$ cat config.mk
export PLATFORM = sky130hd
export DESIGN_NAME = dtw_ref_arbiter
export DESIGN_NICKNAME = d
export VERILOG_FILES = /design/src/rtl/dtw_ref_arbiter.sv
export SDC_FILE = /design/constraint.sdc
export NUM_CORES = 1
export LEC_CHECK = 0
export CORE_MARGIN = 2
export CORE_UTILIZATION = 26
export DETAILED_ROUTE_END_ITERATION = 16
export PLACE_DENSITY = 0.82
export SLEW_MARGIN = 20
export SYNTH_ARGS = -nofsm -noshare
export SYNTH_HDL_FRONTEND = slang
export SYNTH_SLANG_ARGS = --single-unit
$ cat constraint.sdc
create_clock -name clk_in -period 2.5 [get_ports clk_in]
set_input_delay 0.5 -clock clk_in [delete_from_list [all_inputs] [get_ports clk_in]]
set_output_delay 0.5 -clock clk_in [all_outputs]
set_load 0.05 [all_outputs]
$ cat src/rtl/dtw_ref_arbiter.sv
// Round-robin arbiter sharing the reference-memory read port among the DTW cores.
// Read data is steered back to the issuing core through a RD_LATENCY-deep tag pipeline.
module dtw_ref_arbiter #(
    parameter int NUM_CORES        = 4,
    parameter int DATA_WIDTH       = 16,
    parameter int REFMEM_PTR_WIDTH = 20,
    parameter int RD_LATENCY       = 1,
    parameter int IDX_WIDTH        = 2
) (
    input  logic                                  clk_in,
    input  logic                                  rst_in,
    input  logic                                  ref_load_busy_in,
    output logic                                  arb_idle_out,
    input  logic [NUM_CORES-1:0]                  req_in,
    input  logic [NUM_CORES*REFMEM_PTR_WIDTH-1:0] addr_in,
    output logic [NUM_CORES-1:0]                  gnt_out,
    output logic [NUM_CORES-1:0]                  rvalid_out,
    output logic [DATA_WIDTH-1:0]                 rdata_out,
    output logic                                  mem_rden_out,
    output logic [REFMEM_PTR_WIDTH-1:0]           mem_addr_out,
    input  logic [DATA_WIDTH-1:0]                 mem_data_in,
    output logic [1:0]                            dbg_state,
    output logic [IDX_WIDTH-1:0]                  dbg_last_gnt
);

    localparam int CNT_W = $clog2(RD_LATENCY + 1);

    typedef enum logic [1:0] {
        ST_IDLE   = 2'd0,
        ST_ACTIVE = 2'd1,
        ST_DRAIN  = 2'd2
    } state_t;

    state_t                 state_r;
    state_t                 state_nxt_s;
    logic [IDX_WIDTH-1:0]   last_gnt_r;
    logic [IDX_WIDTH-1:0]   winner_s;
    logic [IDX_WIDTH-1:0]   cand_s;
    logic                   found_s;
    logic                   gnt_en_s;
    logic                   gnt_any_s;
    logic                   ret_s;
    logic [CNT_W-1:0]       inflight_r;
    logic [CNT_W-1:0]       inflight_nxt_s;
    logic                   tag_vld_r [RD_LATENCY];
    logic [IDX_WIDTH-1:0]   tag_idx_r [RD_LATENCY];

    // Round-robin search starting one past the last granted core.
    always_comb begin
        winner_s = '0;
        found_s  = 1'b0;
        cand_s   = '0;
        for (int k = 1; k <= NUM_CORES; k++) begin
            cand_s = IDX_WIDTH'((int'(last_gnt_r) + k) % NUM_CORES);
            if (!found_s && req_in[cand_s]) begin
                found_s  = 1'b1;
                winner_s = cand_s;
            end else begin
                found_s  = found_s;
            end
        end
    end

    // Grant, memory strobe and read-data return; reset suppresses both directions at once.
    always_comb begin
        gnt_en_s     = !rst_in && !ref_load_busy_in && (state_r != ST_DRAIN);
        gnt_any_s    = gnt_en_s && found_s;
        gnt_out      = gnt_any_s ? (NUM_CORES'(1) << winner_s) : '0;
        mem_rden_out = gnt_any_s;
        mem_addr_out = gnt_any_s ? addr_in[winner_s*REFMEM_PTR_WIDTH +: REFMEM_PTR_WIDTH] : '0;
        ret_s        = tag_vld_r[RD_LATENCY-1] && !rst_in;
        rvalid_out   = ret_s ? (NUM_CORES'(1) << tag_idx_r[RD_LATENCY-1]) : '0;
        rdata_out    = ret_s ? mem_data_in : '0;
    end

    // In-flight bookkeeping: a grant and a return in the same cycle cancel out.
    always_comb begin
        inflight_nxt_s = inflight_r;
        case ({gnt_any_s, tag_vld_r[RD_LATENCY-1]})
            2'b10:   inflight_nxt_s = inflight_r + CNT_W'(1);
            2'b01:   inflight_nxt_s = inflight_r - CNT_W'(1);
            default: inflight_nxt_s = inflight_r;
        endcase
    end

    // Next-state logic; DRAIN is entered from the current count so a read returning
    // in the busy cycle still passes through DRAIN before the loader is released.
    always_comb begin
        state_nxt_s = state_r;
        case (state_r)
            ST_IDLE: begin
                if (gnt_any_s) begin
                    state_nxt_s = ST_ACTIVE;
                end else begin
                    state_nxt_s = ST_IDLE;
                end
            end
            ST_ACTIVE: begin
                if (ref_load_busy_in && (inflight_r != CNT_W'(0))) begin
                    state_nxt_s = ST_DRAIN;
                end else if (!gnt_any_s && (inflight_nxt_s == CNT_W'(0))) begin
                    state_nxt_s = ST_IDLE;
                end else begin
                    state_nxt_s = ST_ACTIVE;
                end
            end
            ST_DRAIN: begin
                if (inflight_r == CNT_W'(0)) begin
                    state_nxt_s = ST_IDLE;
                end else begin
                    state_nxt_s = ST_DRAIN;
                end
            end
            default: state_nxt_s = ST_IDLE;
        endcase
    end

    // State, priority pointer, in-flight count and tag pipeline registers.
    always_ff @(posedge clk_in) begin
        if (rst_in) begin
            state_r    <= ST_IDLE;
            last_gnt_r <= IDX_WIDTH'(NUM_CORES - 1);
            inflight_r <= '0;
            for (int i = 0; i < RD_LATENCY; i++) begin
                tag_vld_r[i] <= 1'b0;
                tag_idx_r[i] <= '0;
            end
        end else begin
            state_r    <= state_nxt_s;
            inflight_r <= inflight_nxt_s;
            if (gnt_any_s) begin
                last_gnt_r <= winner_s;
            end
            tag_vld_r[0] <= gnt_any_s;
            tag_idx_r[0] <= winner_s;
            for (int i = 1; i < RD_LATENCY; i++) begin
                tag_vld_r[i] <= tag_vld_r[i-1];
                tag_idx_r[i] <= tag_idx_r[i-1];
            end
        end
    end

    assign arb_idle_out = (state_r == ST_IDLE);
    assign dbg_state    = state_r;
    assign dbg_last_gnt = last_gnt_r;

endmodule

==> flow_summary.yaml, run 1 <==
run_status:
  outcome: "did not finish"
  failing_step: "clock tree synthesis (4_1_cts)"
  stop_error: "[ERROR DPL-0038] Utilization greater than 100%, impossible to legalize"
logic_synthesis:
  synth_enable_flop_cells: 0
  syn_area_um2: 1189
  yosysTopAreaCell: "mux2i_1"
  synth_top_area_share: 0.3453
  synth-seq-cells: 8
  synthesis.area_per_instance_um2: 8.086
  postSynthNetCount: 250
  synth-async-reset-ratio: 0
  yosys-top-cells-area: "mux2i_1 (35%), dfxtp_1 (13%), o22ai_1 (11%), and2_1 (8.4%), nor2_1 (4.1%)"
  yosys.cell_types.count: 33
  ys_seq_area_frac: 0.1347
  ys_dominant_reg_cell: "dfxtp_1"
  number_of_warnings_reported_in_the_yosys_synthesis_log: 0
  synthesis.instances: 147
place:
  placement.cell_area_um2: 3696
  placedCellCount: 357
  dp.final_hpwl_um: 5347
  gp_routability_congestion: 0.7985
  portBuffers: 152
cts:
  postCtsResizedCells: 122
  number_of_clock_sinks_seen_by_cts: 8
  clock-root-buffer: "clkbuf_8"
  cts_max_path_buffers: 2
  ctsHoldBuffers: 0
  cts.repair_timing.setup_buffer_count: 10
  htree_num_levels: 1
  total_clock_buffers_created_by_cts: 3
floorplanning:
  ios: 153
  width_of_the_die_um: 71.62
  initial_core_util: 0.2711
  row_count: 24
  die_h_um: 71.62
==> Yosys cell counts (2+ instances only) <==
cell type and n:
inv_1 5, mux2i_1 41, a21oi_1 4, nor2b_1 2, nor2_1 13, clkbuf_1 2, and2_1 16, a21o_1 2
nand2_1 3, buf_6 2, o22ai_1 21, dfxtp_1 8, nor2_2 2, buf_2 7
==> stage by stage <==
stage               setup TNS [ns]  worst slack [ns]
floorplan                   -9.574           -0.4382
global placement            -9.238           -0.4517
detailed placement          -10.59           -0.5101
==> cells by family after synthesis <==
group	Yosys count	share of synthesized area
xor+xnor	2	0.01474
flops	8	0.1347
buf+inv	16	0.07053
compound gates	36	0.2305
mux	41	0.3453
simple gates	44	0.2042
==> run 2: changes to the inputs <==
Settings changed: PLACE_DENSITY 0.82 to default, PLACE_DENSITY_LB_ADDON from default to 0.15.
==> run 2 against run 1 <==
Net effect:
- the flow now finishes, with violations (negative setup slack)
- synthesized area did not move
- synthesized cell count is the same
==> flow_summary.yaml, run 2 <==
run_status:
  outcome: "finished with violations"
  violated_checks: "negative setup slack"
sta:
  clock_skew_ns: 0.003237
  fin_ws_ns: -0.1777
  setup_viol_count_final: 20
  finalHoldViolCount: 0
  rsz0062_at_grt: "yes"
  fmax_ghz: 0.3735
  max_slew_margin: 0.6173
  fin_hold_ws_ns: 0.4557
  final_period_minus_worst_setup_slack_ns: 2.678
  max_slew.worst_pin.slew_ns: 0.5722
  timing.final.max_slew_violations: 0
  fin_crit_share: 1.071
floorplanning:
  core-area_um2: 4384
  dieArea_um2: 5129
  width_of_the_die_um: 71.62
  initial_core_util: 0.2711
  row_count: 24
  die_h_um: 71.62
  ios: 153
logic_synthesis:
  number_of_warnings_reported_in_the_yosys_synthesis_log: 0
  synthesis.instances: 147
  syn_area_um2: 1189
  synth_enable_flop_cells: 0
  synth-async-reset-ratio: 0
  yosysTopAreaCell: "mux2i_1"
  synth.most_common_cell: "mux2i_1"
  ys_seq_area_frac: 0.1347
  synth-seq-cells: 8
  ys_dominant_reg_cell: "dfxtp_1"
  synthesis.area_per_instance_um2: 8.086
  postSynthNetCount: 250
  ys_top_cells_by_count: "mux2i_1 (41), o22ai_1 (21), and2_1 (16)"
  yosys.cell_types.count: 33
  synth_top_area_share: 0.3453
  yosys-top-cells-area: "mux2i_1 (35%), dfxtp_1 (13%), o22ai_1 (11%), and2_1 (8.4%), nor2_1 (4.1%)"
global_routing:
  vias_in_the_first_global_route: 2296
  antenna_found_initial: 0
  grt_first_pass_wirelength_um: 12460
  grt-ovfl-total: 0
  globalRouteTotalUtil: 0.3228
  grt_max_degree: 18
worst_setup_path:
  path_max_fanout: 9
  cpLargestDelayFamily: "multiplexers"
  setup.worst_path.start_class: "flop"
  critical_path.slowest_cell: "mux2i_1"
  critical_path_arrival_ns: 2.18
  critPathBufInv: 3
  worstSetupEndpointType: "primary output"
  cp_cell_sequence: "mux2i_1 -> o2bb2ai_2 -> a21oi_4 -> buf_12 -> buf_12 -> mux2i_1 -> o22ai_4 -> buf_12"
  critPathMaxStageDelay_ns: 0.39
  cp.required_ns: 2.00
  worst_path_most_repeated_cell: "buf_12"
  worst_path_class_setup: "flop to primary output"
cts:
  total_clock_buffers_created_by_cts: 3
  insertion_delay_ns: 0.24
  tritoncts: "yes"
  clk_pin_slew_ns: 0.05
  number_of_clock_sinks_seen_by_cts: 8
  htree_num_levels: 1
  clock-root-buffer: "clkbuf_8"
  cts_max_path_buffers: 2
routing:
  wl_per_cell_um: 27.85
  firstDrtPassIters: 4
  initialDrtViolationCount: 145
  routed_via_density: 5.714
  dr_total_vias: 2097
  drc: 0
  finalWirelength_um: 10220
  drtAntennaViolNets: 0
final_layout:
  layout.cells.most_common: "clkdlybuf4s50_1"
  seq_area_um2: 168.9
  synthToLayoutAreaGrowth_pct: 249.5
  finish.net_count: 419
  post_route_cells_drive_above_1_share: 0.4857
  filler_cell_count: 96
  most_used_cells_in_the_layout_excluding_fill_and_tap_cells: "clkdlybuf4s50_1 (101), buf_12 (51), mux2i_4 (19), o22ai_4 (19), mux2i_2 (18)"
  multiInputGateArea_um2: 1589
  n_antenna_cell: 0
run:
  max_cap_viol_count: 0
place:
  gp_routability_congestion: 0.7488
  portBuffers: 152
  dp.final_hpwl_um: 4990
  dp_slack_ns: -0.5126
worst_hold_path:
  worstHoldPathType: "flop to flop"
pwr:
  vdd_ir_drop_max_v: 0.0002617
  power_density_nw_per_um2: 377.0
  leakage_nw: 1.507
[run 2: layout make-up]
class | count | share of cell area
Tap cell | 52 | 0.01566
Timing Repair Buffer | 175 | 0.5458
Sequential cell | 8 | 0.04066
Multi-Input combinational cell | 123 | 0.3825
Inverter | 5 | 0.004518
Clock buffer | 4 | 0.01084
[run 2: logic make-up (layout without fill, tap and decap cells)]
kind of cell    after synthesis  in the layout  share of synthesized area
simple gates                 44             44                     0.2042
mux                          41             41                     0.3453
compound gates               36             36                     0.2305
buf+inv                      16            184                    0.07053
flops                         8              8                     0.1347
xor+xnor                      2              2                    0.01474
[run 2: path summary, 6_finish.rpt]
kind	from	end	slack [ns]	cells after the start
worst min-delay path	dbg_state[1]	dbg_state[0]	0.46	1
worst max-delay path	dbg_last_gnt[1]	mem_addr_out[10]	-0.18	8
worst min register to register	dbg_state[1]	dbg_state[0]	0.46	1
worst max register to register	dbg_state[1]	dbg_state[0]	0.73	6
[run 2: layer usage]
layer,global-route usage,up-vias,share of wire
met5,0,-,0
met4,0.1237,0,0.042
met3,0.1083,42,0.068
met2,0.5947,152,0.55
met1,0.3359,1016,0.34
li1,-,887,-
[run 2: report_power, final]
part	total, mW	internal (mW)	switching (mW)
Sequential	0.159	0.139	0.0196
Clock	0.178	0.112	0.0659
Combinational	1.23	0.637	0.593
[run 2: repair_timing]
action                                 CTS  global route
pin swaps                                4             2
hold buffers                             0             0
gates cloned                             2             1
resized for setup                       49            32
setup endpoints to repair               25            20
endpoints found under the hold margin    0             0
setup buffers                            1             2
[run 2: per-stage QoR]
stage,TNS (ns),instances,total power [mW],instance area (um2),utilization
finish,-1.992,367,1.566,4154,0.9475
global route,-2.741,367,1.598,4154,0.9475
CTS,0,364,1.378,3926,0.8955
detailed placement,-9.668,357,1.107,3671,0.8373
global placement,-8.918,357,1.090,3671,0.8373
floorplan,-9.574,147,0.6648,1543,-
Note: power is estimated with default switching activity, not from simulation.
==> run 3: changes to the inputs <==
Settings changed: ABC_CLOCK_PERIOD_IN_PS from default to 2500.
==> results of run 3 <==
The final DEF is identical to that of run 2; final timing and power are the same.
